**src/rtl/dds_phase_accumulator.sv**
```systemverilog
// Phase-accumulator front end of the DDS chain. Supports single-tone and linear-chirp bursts of a
// programmed length, or free-running, and emits the truncated accumulator phase one sample per cycle.
module dds_phase_accumulator #(
   parameter int PHASE_W = 32,
   parameter int OUT_W   = 12,
   parameter int STEPS_W = 16
) (
   input  logic               CLK,
   input  logic               RESET,
   input  logic               LOAD,
   input  logic [PHASE_W-1:0] FTW_IN,
   input  logic [PHASE_W-1:0] DELTA_IN,
   input  logic [STEPS_W-1:0] STEPS_IN,
   input  logic               START,
   input  logic               STOP,
   output logic [OUT_W-1:0]   PHASE_OUT,
   output logic               VALID,
   output logic               BUSY,
   output logic               DONE
);

   typedef enum logic {S_IDLE, S_RUN} state_t;

   state_t state_q, state_d;

   logic        [PHASE_W-1:0] ftw_reg;
   logic signed [PHASE_W-1:0] delta_reg;
   logic        [STEPS_W-1:0] steps_reg;

   logic        [PHASE_W-1:0] acc_p0;
   logic        [PHASE_W-1:0] ftw_cur_p0;
   logic        [STEPS_W-1:0] cnt_p0;

   logic        [OUT_W-1:0]   phase_p1;
   logic                      vld_p1;
   logic                      done_p1;

   logic                      start_burst;
   logic                      emit_sample;
   logic                      last_sample;
   logic                      busy_c;

   // ---- state register ----
   always_ff @(posedge CLK) begin
      if (RESET) state_q <= S_IDLE;
      else       state_q <= state_d;
   end

   // ---- next-state logic ----
   always_comb begin
      state_d = state_q;
      case (state_q)
         S_IDLE: if (START) state_d = S_RUN;
         S_RUN:  if (STOP || cnt_p0 == STEPS_W'(1)) state_d = S_IDLE;
         default: state_d = S_IDLE;
      endcase
   end

   // ---- output / strobe decode ----
   always_comb begin
      start_burst = 1'b0;
      emit_sample = 1'b0;
      last_sample = 1'b0;
      busy_c      = 1'b0;
      case (state_q)
         S_IDLE: start_burst = START;
         S_RUN: begin
            busy_c      = 1'b1;
            emit_sample = !STOP;
            last_sample = !STOP && (cnt_p0 == STEPS_W'(1));
         end
         default: ;
      endcase
   end

   // ---- stage p0: parameter capture and phase/frequency accumulation ----
   always_ff @(posedge CLK) begin
      if (RESET) begin
         ftw_reg    <= '0;
         delta_reg  <= '0;
         steps_reg  <= '0;
         acc_p0     <= '0;
         ftw_cur_p0 <= '0;
         cnt_p0     <= '0;
      end else begin
         if (state_q == S_IDLE && LOAD) begin
            ftw_reg   <= FTW_IN;
            delta_reg <= $signed(DELTA_IN);
            steps_reg <= STEPS_IN;
         end
         // A coincident LOAD feeds the new values straight into the burst.
         if (start_burst) begin
            acc_p0     <= '0;
            ftw_cur_p0 <= LOAD ? FTW_IN : ftw_reg;
            cnt_p0     <= LOAD ? STEPS_IN : steps_reg;
         end else if (emit_sample) begin
            acc_p0     <= acc_p0 + ftw_cur_p0;
            ftw_cur_p0 <= PHASE_W'($signed(ftw_cur_p0) + delta_reg);
            if (cnt_p0 != '0) cnt_p0 <= cnt_p0 - STEPS_W'(1);
         end
      end
   end

   // ---- stage p1: registered phase sample and strobes ----
   always_ff @(posedge CLK) begin
      if (RESET) begin
         phase_p1 <= '0;
         vld_p1   <= 1'b0;
         done_p1  <= 1'b0;
      end else begin
         vld_p1  <= emit_sample;
         done_p1 <= last_sample;
         if (emit_sample) phase_p1 <= acc_p0[PHASE_W-1 -: OUT_W];
      end
   end

   assign PHASE_OUT = phase_p1;
   assign VALID     = vld_p1;
   assign DONE      = done_p1;
   assign BUSY      = busy_c;

endmodule
```
**config.mk**
```make
export PLATFORM = sky130hd
export DESIGN_NAME = dds_phase_accumulator
export DESIGN_NICKNAME = d
export VERILOG_FILES = /design/src/rtl/dds_phase_accumulator.sv
export SDC_FILE = /design/constraint.sdc
export NUM_CORES = 1
export LEC_CHECK = 0
export ABC_AREA = 1
export CAP_MARGIN = 20
export CORE_ASPECT_RATIO = 0.5
export CORE_MARGIN = 1.5
export CORE_UTILIZATION = 45
export DETAILED_ROUTE_END_ITERATION = 8
export GPL_TIMING_DRIVEN = 1
export PLACE_DENSITY = 0.78
export SLEW_MARGIN = 20
export SYNTH_ARGS = -nofsm -noshare
export SYNTH_HDL_FRONTEND = slang
export SYNTH_SLANG_ARGS = --single-unit
```
**constraint.sdc**
```tcl
create_clock -name CLK -period 1.7 [get_ports CLK]
set_input_delay 0.255 -clock CLK [delete_from_list [all_inputs] [get_ports CLK]]
set_output_delay 0.255 -clock CLK [all_outputs]
set_load 0.005 [all_outputs]
```
Word level (Yosys, flattened, before mapping)
Cells that the tools add are included.
{"block": "totals", "inputBits": 85, "elab_cells": 38, "register_bits": 175, "output_inout_bits": 15}
{"block": "classes", "mux": 13, "eq_ne": 1, "n_addsub": 3, "bitwise": 1, "reduce_logical": 10}
{"operator": "32-bit 2-to-1 mux", "n": 3}
{"operator": "32-bit adder", "n": 2}
{"operator": "16-bit 2-to-1 mux", "n": 4}
{"operator": "16-bit by 1-bit == test with 1-bit output (second input constant)", "n": 1}
{"operator": "16-bit nonzero test", "n": 1}
{"operator": "16-bit by 1-bit subtractor with 16-bit output (second input constant)", "n": 1}
{"operator": "1-bit 2-to-1 mux", "n": 5}
{"operator": "2-bit nonzero test", "n": 2}
{"operator": "2-bit OR reduction", "n": 2}
{"operator": "1-bit logical AND", "n": 2}
{"operator": "1-bit case mux with 2 select lines", "n": 1}
{"operator": "2-bit AND reduction", "n": 1}
{"operator": "1-bit logical NOT", "n": 1}
{"operator": "1-bit logical OR", "n": 1}
{"operator": "1-bit NOT", "n": 1}

Longest topological paths before layout
{"block": "depth", "word_depth": 4, "depth_mapped": 14, "mapped_depth_nobuf": 14}

Least setup slack after synthesis
Ideal clock, no wire load.
{"block": "synth_timing", "kind": "flip-flop to flip-flop", "start": "register acc_p0[0]", "end": "register acc_p0[30]", "path_slack_ps": -147, "synth_period_minus_slack_ps": 1847, "stages_incl_launch_ff": 15, "arrival_time_ps": 1738, "t_required_ps": 1591, "setup_time_ps": 109, "n_path_buf": 0, "cell_sequence": "dfxtp_1 > ha_1 > fa_1 > nand3_1 > nand2_1 > nand2_1 > nand2_1 > nand3_1 > nand2_1 > nand2_1 > nand2_1 > nand2_1 > nand3_1 > nand2_1 > inv_1"}
{"block": "synth_via", "elab_chain_len": 1}
{"item": "from (decl)", "line_no": "30", "text": "logic [PHASE_W-1:0] acc_p0;"}
{"item": "from (signal assigned)", "line_no": "97", "text": "acc_p0 <= acc_p0 + ftw_cur_p0;"}
{"item": "32-bit adder", "line_no": "97"}
Every way passes these cells.
A chain may end at the register's enable or synchronous reset.

Worst setup path after layout
{"block": "layout_timing", "start": "register ftw_cur_p0[0]", "end": "register acc_p0[14]"}
{"block": "layout_via", "elab_chain_len": 1}
{"item": "from (decl)", "line_no": "31", "text": "logic [PHASE_W-1:0] ftw_cur_p0;"}
{"item": "from (signal assigned)", "line_no": "94", "text": "ftw_cur_p0 <= LOAD ? FTW_IN : ftw_reg;"}
{"item": "from (signal assigned)", "line_no": "98", "text": "ftw_cur_p0 <= PHASE_W'($signed(ftw_cur_p0) + delta_reg);"}
{"item": "32-bit adder", "line_no": "97"}
Every way passes these cells.

==> impl_metrics.toml <==
[route]
top_layer_used = "met4"
first_pass_iters = 5
wl_per_cell_um = 17.81
route.met3.wl_um = 4344
m1WireLength_um = 18300
ant_nets = 0
vias = 14270
wl_met2_um = 20850
drt-initial-drc-count = 1568
vias_per_cell = 5.585
drt_wl_total_um = 45490
drc = 0

[global_routing]
grt_pass1_wl_um = 63160
grt_max_degree = 73
track_usage = 0.2899
grt_pass1_vias = 12800
antenna_found_initial = 0
grt-ovfl-total = 0

[synthesis]
avgSynthCellArea_sq_um = 6.036
ys_warn_count = 0
syn_inst = 1955
syn-cell-area_sq_um = 11800
synth_nets = 2107
synth_seq_cells = 175
ys_seq_area_frac = 0.2969
yosysUniqueCellTypes = 37

[clock_tree]
numCtsBuffers = 17
cts_tree = "done"
cts-hold-fix-buffers = 0
clk_pin_slew_ps = 70
clock_path_buffers = 2
clock-sinks = 175
cts_htree_levels = 4
clockRootBuffer = "clkbuf_16"
clk_latency_ps = 470

[timing]
hold_viol_final = 0
skew_ps = 14.00
finalCritPeriodShare = 1.211
final_max_slew_viol_count = 0
fmax_mhz = 485.6
fin_ws_ps = -359.3
final-setup-viol-count = 49
slew-limit-headroom = 0.7462
period_needed_ps = 2059
rsz0062_at_grt = "true"
worst_slew_pin_slew_ps = 380.7

[finish]
nNetsFinal = 2349
finalInstanceArea_sq_um = 17750
diodes = 0
fillCellCount = 1903
final_layout_size_suffix_gt1_frac = 0.3145
syn2layout_area_growth_pct = 50.38

[critical_path]
startpoint = "ftw_cur_p0[0]$_SDFFE_PP0P_"
critical_path_class = "register to register"
endpoint = "acc_p0[14]$_SDFFE_PP0P_"
r2r_start = "ftw_cur_p0[0]$_SDFFE_PP0P_"
r2r_cells = 13
cp.arrival_ps = 2420
crit_path_end_kind = "register"
required_ps = 2060
critPathLaunchType = "register"
reg2reg_setup_slack_ps = -360
r2r_end = "acc_p0[14]$_SDFFE_PP0P_"
crit_fanout = 4

[power]
p_clk_frac = 0.310
p_int_mw = 8.911
powerDensity_nw_per_um2 = 770.9
switchingPower_mw = 4.770
ir_drop_uv = 752.6
seq_power_share = 0.358
switching_share = 0.3487
power_frac_comb = 0.331
leakagePower_nw = 8.482

[worst_hold_path]
hp-class = "input port to register"

[placement]
dpl.hpwl_um = 27910
gp_congestion = 0.9709
dp_slack_ps = -343.0
io_buffers = 99
place_area_sq_um = 14410

[floorplanning]
io_pins = 100
die_height_um = 117.5
initial_utilization = 0.4629
die_area_sq_um = 27260
die_w_um = 232.0
rows = 41
fp.coreArea_sq_um = 25500

[status]
status = "complete, but fails checks"
violations = "negative setup slack"

[job]
cap_violations = 0
## metrics by stage
step                        util  setup TNS, ps  hold WS (ps)  std cells  power, mW
after floorplan                -         -231.6         382.7       1955      6.763
after global placement    0.5651          -9282         432.8       2494      8.220
after detailed placement  0.5651         -10540         443.2       2494      8.276
after CTS                 0.6411          -4165         354.5       2536      12.97
after global routing      0.6961         -11830         373.9       2554      14.26
final                     0.6961          -8560         356.7       2554      13.68
## worst min-delay path by stage
stage,start,slack (ps),cells after the start,to
5_1_grt,DELTA_IN[30],370,3,delta_reg[30]$_SDFFE_PP0P_
3_5_place_dp,steps_reg[0]$_SDFFE_PP0P_,440,2,steps_reg[0]$_SDFFE_PP0P_
4_1_cts,DELTA_IN[14],350,3,delta_reg[14]$_SDFFE_PP0P_
3_3_place_gp,steps_reg[0]$_SDFFE_PP0P_,430,2,steps_reg[0]$_SDFFE_PP0P_
2_1_floorplan,FTW_IN[31],380,2,ftw_reg[31]$_SDFFE_PP0P_
6_report,STEPS_IN[15],360,3,steps_reg[15]$_SDFFE_PP0P_
## power groups by stage
stage / combinational (mW) / clock [mW] / sequential, mW
final: 4.53 / 4.25 / 4.90
after global routing: 4.88 / 4.46 / 4.93
after CTS: 3.89 / 4.22 / 4.86
after detailed placement: 3.45 / 0 / 4.82
after global placement: 3.40 / 0 / 4.82
after floorplan: 2.05 / 0 / 4.71
## kinds of logic after synthesis
logic type                 synth area share
xor gates and xnor gates            0.01262
DFF                                  0.2969
AOI/OAI and AO/OA                    0.1785
adders and majority gates           0.07231
and+or+nand+nor                      0.3245
buffers and inverters                0.1151
## layout make-up
| type | count | area (sq um) | area share |
|---|---|---|---|
| sequential | 175 | 3654 | 0.2059 |
| clock buffer | 18 | 439.2 | 0.02475 |
| tap | 344 | 430.4 | 0.02425 |
| clock inverter | 14 | 180.2 | 0.01015 |
| inverter | 277 | 1059 | 0.05965 |
| multi-input combinational | 1432 | 9250 | 0.5212 |
| timing repair buffer | 294 | 2735 | 0.1541 |
## metal layers
layer | GRT usage | vias up
met4 | 0.1035 | 0
met3 | 0.05741 | 174
met1 | 0.3933 | 6573
met5 | 0 | -
met2 | 0.4562 | 782
li1 | - | 6736
## cell usage after synthesis
library cell	instances	area, sq um
nand2_1	455	1708
nor2_1	323	1212
inv_1	267	1002
o21ai_0	210	1051
dfxtp_1	175	3503
a21oi_1	138	690.7
nand3_1	105	525.5
ha_1	65	813.3
clkbuf_1	38	142.6
o21ai_1	28	140.1
buf_2	22	110.1
nor3_1	15	75.07
xor2_1	12	105.1
a31oi_1	11	68.82
inv_2	9	33.78
nand4_1	9	56.30
or2_2	8	50.05
buf_4	6	45.04
nand2_2	6	37.54
nor2_2	6	37.54
a211oi_1	5	37.54
buf_1	5	18.77
o211ai_1	5	37.54
o21bai_1	5	37.54
xnor2_1	5	43.79
and2_1	3	18.77
nand3b_1	3	22.52
nor2_4	3	33.78
a21o_1	2	15.01
fa_1	2	40.04
nor3_2	2	20.02
nor4_1	2	12.51
a211oi_2	1	12.51
a31o_2	1	8.760
inv_4	1	6.260
nor2_8	1	20.02
o21a_1	1	7.510
## cells in the final DEF (no fill, tap or decap), types with 13 or more instances in the layout
master	netlist	routed
nand2_4	0	54
buf_4	6	160
inv_1	267	247
nand3_1	105	63
nor2_4	3	23
ha_4	0	59
dfxtp_2	0	33
buf_12	0	17
buf_6	0	18
nor2_2	6	28
nand2_2	6	89
nor2_1	323	281
o21ai_0	210	186
dfxtp_4	0	29
clkdlybuf4s50_1	0	99
dfxtp_1	175	113
inv_2	9	24
nand2_1	455	315
o21ai_1	28	48
a21oi_1	138	96
nand3_4	0	13
nand3_2	0	29
a21oi_2	0	31
clkbuf_16	0	17
## timing repair
action	CTS	global route
pin swaps	64	136
gates resized for setup	266	343
setup endpoints to repair	57	63
cloned	0	0
buffers inserted	13	21
## worst max-delay path: stages (launching register included)
cell	delay, ps
dfxtp_4	390
ha_4	170
fa_2	390
nand3_4	90
nand2_4	90
nand2_4	140
nand2_4	120
nand3_4	100
nand2_4	80
buf_6	130
nand2_2	50
nand3_2	50
o211ai_1	80
inv_1	50
(Power assumes the default switching activity.)
==> RTL change, RTL diff (same flow settings) <==
The parameter `STEPS_W` goes from 16 to 32.
--- a/src/rtl/dds_phase_accumulator.sv
+++ b/src/rtl/dds_phase_accumulator.sv
@@ -5,3 +5,3 @@
    parameter int OUT_W   = 12,
-   parameter int STEPS_W = 16
+   parameter int STEPS_W = 32
 ) (
Interface: changed (resized STEPS_IN); port bits go from 100 to 116. No check against the original RTL was run, so the function may have changed too.
==> RTL change against the original RTL <==
- the run still ends with negative setup slack left
- setup slack better by 0.15 ns
- sequential cell count is 32 higher
- synthesized cell count up 17%
- wire length rose by 15%
- cell area increased by 14%
- synthesized area rose by 16%
- total power rose by 17%
==> RTL change: results <==
[clock_tree]
path_clk_slew_ns = 0.06
tritoncts.num_buffers = 21
cts_root_buffer = clkbuf_16
clkLatencyLatePin_ns = 0.54
htreeDepth = 1
max-clock-path-buffers = 3

[worst_setup_path]
crit_family = simple AND/OR/NAND/NOR gates
path_class = reg -> reg
worstReg2RegStart = ftw_cur_p0[0]
crit_fanout = 4
max_stage_delay_ns = 0.38
cp_data_arrival_time_ns = 2.34
slowest_stage = fa_2

[outcome]
status = finished, violations left
violations = negative setup slack

[place]
numPortBuffers = 115
gp_congestion = 1.03
dp_hpwl_um = 35000
pre_cts_ws_ns = -0.316
place_area_um2 = 16900

[sta]
skew_ns = 0.0158
whs_ns = 0.279
fin_ws_ns = -0.210
finalSetupViolCount = 47
max_slew.worst_pin.slew_ns = 0.413

[logic_synthesis]
synth_flop_cell = dfxtp_1
ys.warnings.count = 0
syn_nets = 2459
synth-async-reset-ratio_pct = 0
synthTopCellsByArea = dfxtp_1, nand2_1, nor2_1, o21ai_0, inv_1
ys_seq_area_share_pct = 30.2
synth_common_cells = nand2_1, nor2_1, inv_1
ys_types = 41

[power_and_ir_drop]
peakVddDrop_v = 0.000602
p_leak_nw = 9.72

[drt]
drtIter0Drc = 1913
dr.pass1.iters = 7
viasPerCell = 5.51
routedWlPerCell_um = 17.5

[cells_and_area]
antenna_cells = 0
fin_nets = 2755
drive_above_1_share_pct = 30.3

[grt]
grt_max_degree = 74
grt_pass1_wl_um = 77500
grtUsageTotal_pct = 30.3
grt_antenna_before_repair = 0
grt_pass1_vias = 14958

[hold_path]
min-delay-start = LOAD
hold_path.class = in -> reg
RTL change: area by class of cell:
cell class / instances / area [um2]
Sequential cell: 207 / 4300
Fill cell: 2271 / 9200
Timing Repair Buffer: 363 / 3300
Inverter: 306 / 1160
Tap cell: 391 / 489
Clock inverter: 8 / 151
Clock buffer: 28 / 592
Multi-Input combinational cell: 1688 / 10300
RTL change: repair_timing:
item	4_1_cts	5_1_grt
endpoints found under the hold margin	0	0
buffers inserted	11	16
endpoints found under the setup margin	52	87
pin swaps	48	117
resized for setup	282	353
hold buffers	0	0
RTL change: path summary, 6_finish.rpt:
check	endpoint	cells past startpoint
worst max-delay path	acc_p0[26]	14
worst min-delay path	ftw_reg[28]	4
worst min register to register	steps_reg[5]	2
worst max register to register	acc_p0[26]	14
RTL change: cell families after synthesis:
kind of cell	count (synthesis)	share of synthesized area, %
adder cells (fa/ha/maj)	67	6.22
XOR/XNOR	25	1.60
buffers and inverters	396	11.4
AO/OA/AOI/OAI	485	18.2
flip-flops	207	30.2
AND/OR/NAND/NOR	1111	32.4
RTL change: routing by layer:
metal	GRT usage [%]	wire length, um
met5	0	0
met2	49.1	23600
met1	41.2	21800
met4	10.1	2350
met3	4.95	4710
RTL change: per-stage QoR:
step / TNS [ns] / cells
after floorplan: -0.149 / 2291
after global placement: -13.12 / 2932
after detailed placement: -15.09 / 2932
after CTS: -3.32 / 2978
after global routing: -9.59 / 2991
final: -5.20 / 2991
RTL change: where the power goes:
group / switching [mW] / internal [mW] / total, mW
combinational: 2.81 / 2.27 / 5.08
sequential: 0.440 / 5.28 / 5.72
clock: 2.15 / 3.06 / 5.21
RTL change: worst register-to-register path, delay by kind of cell (launching register included):
family / cells / cell delay, ns
adders and majority gates: 2 / 0.55
buffers and inverters: 1 / 0.03
DFF: 1 / 0.36
and+or+nand+nor: 11 / 0.86
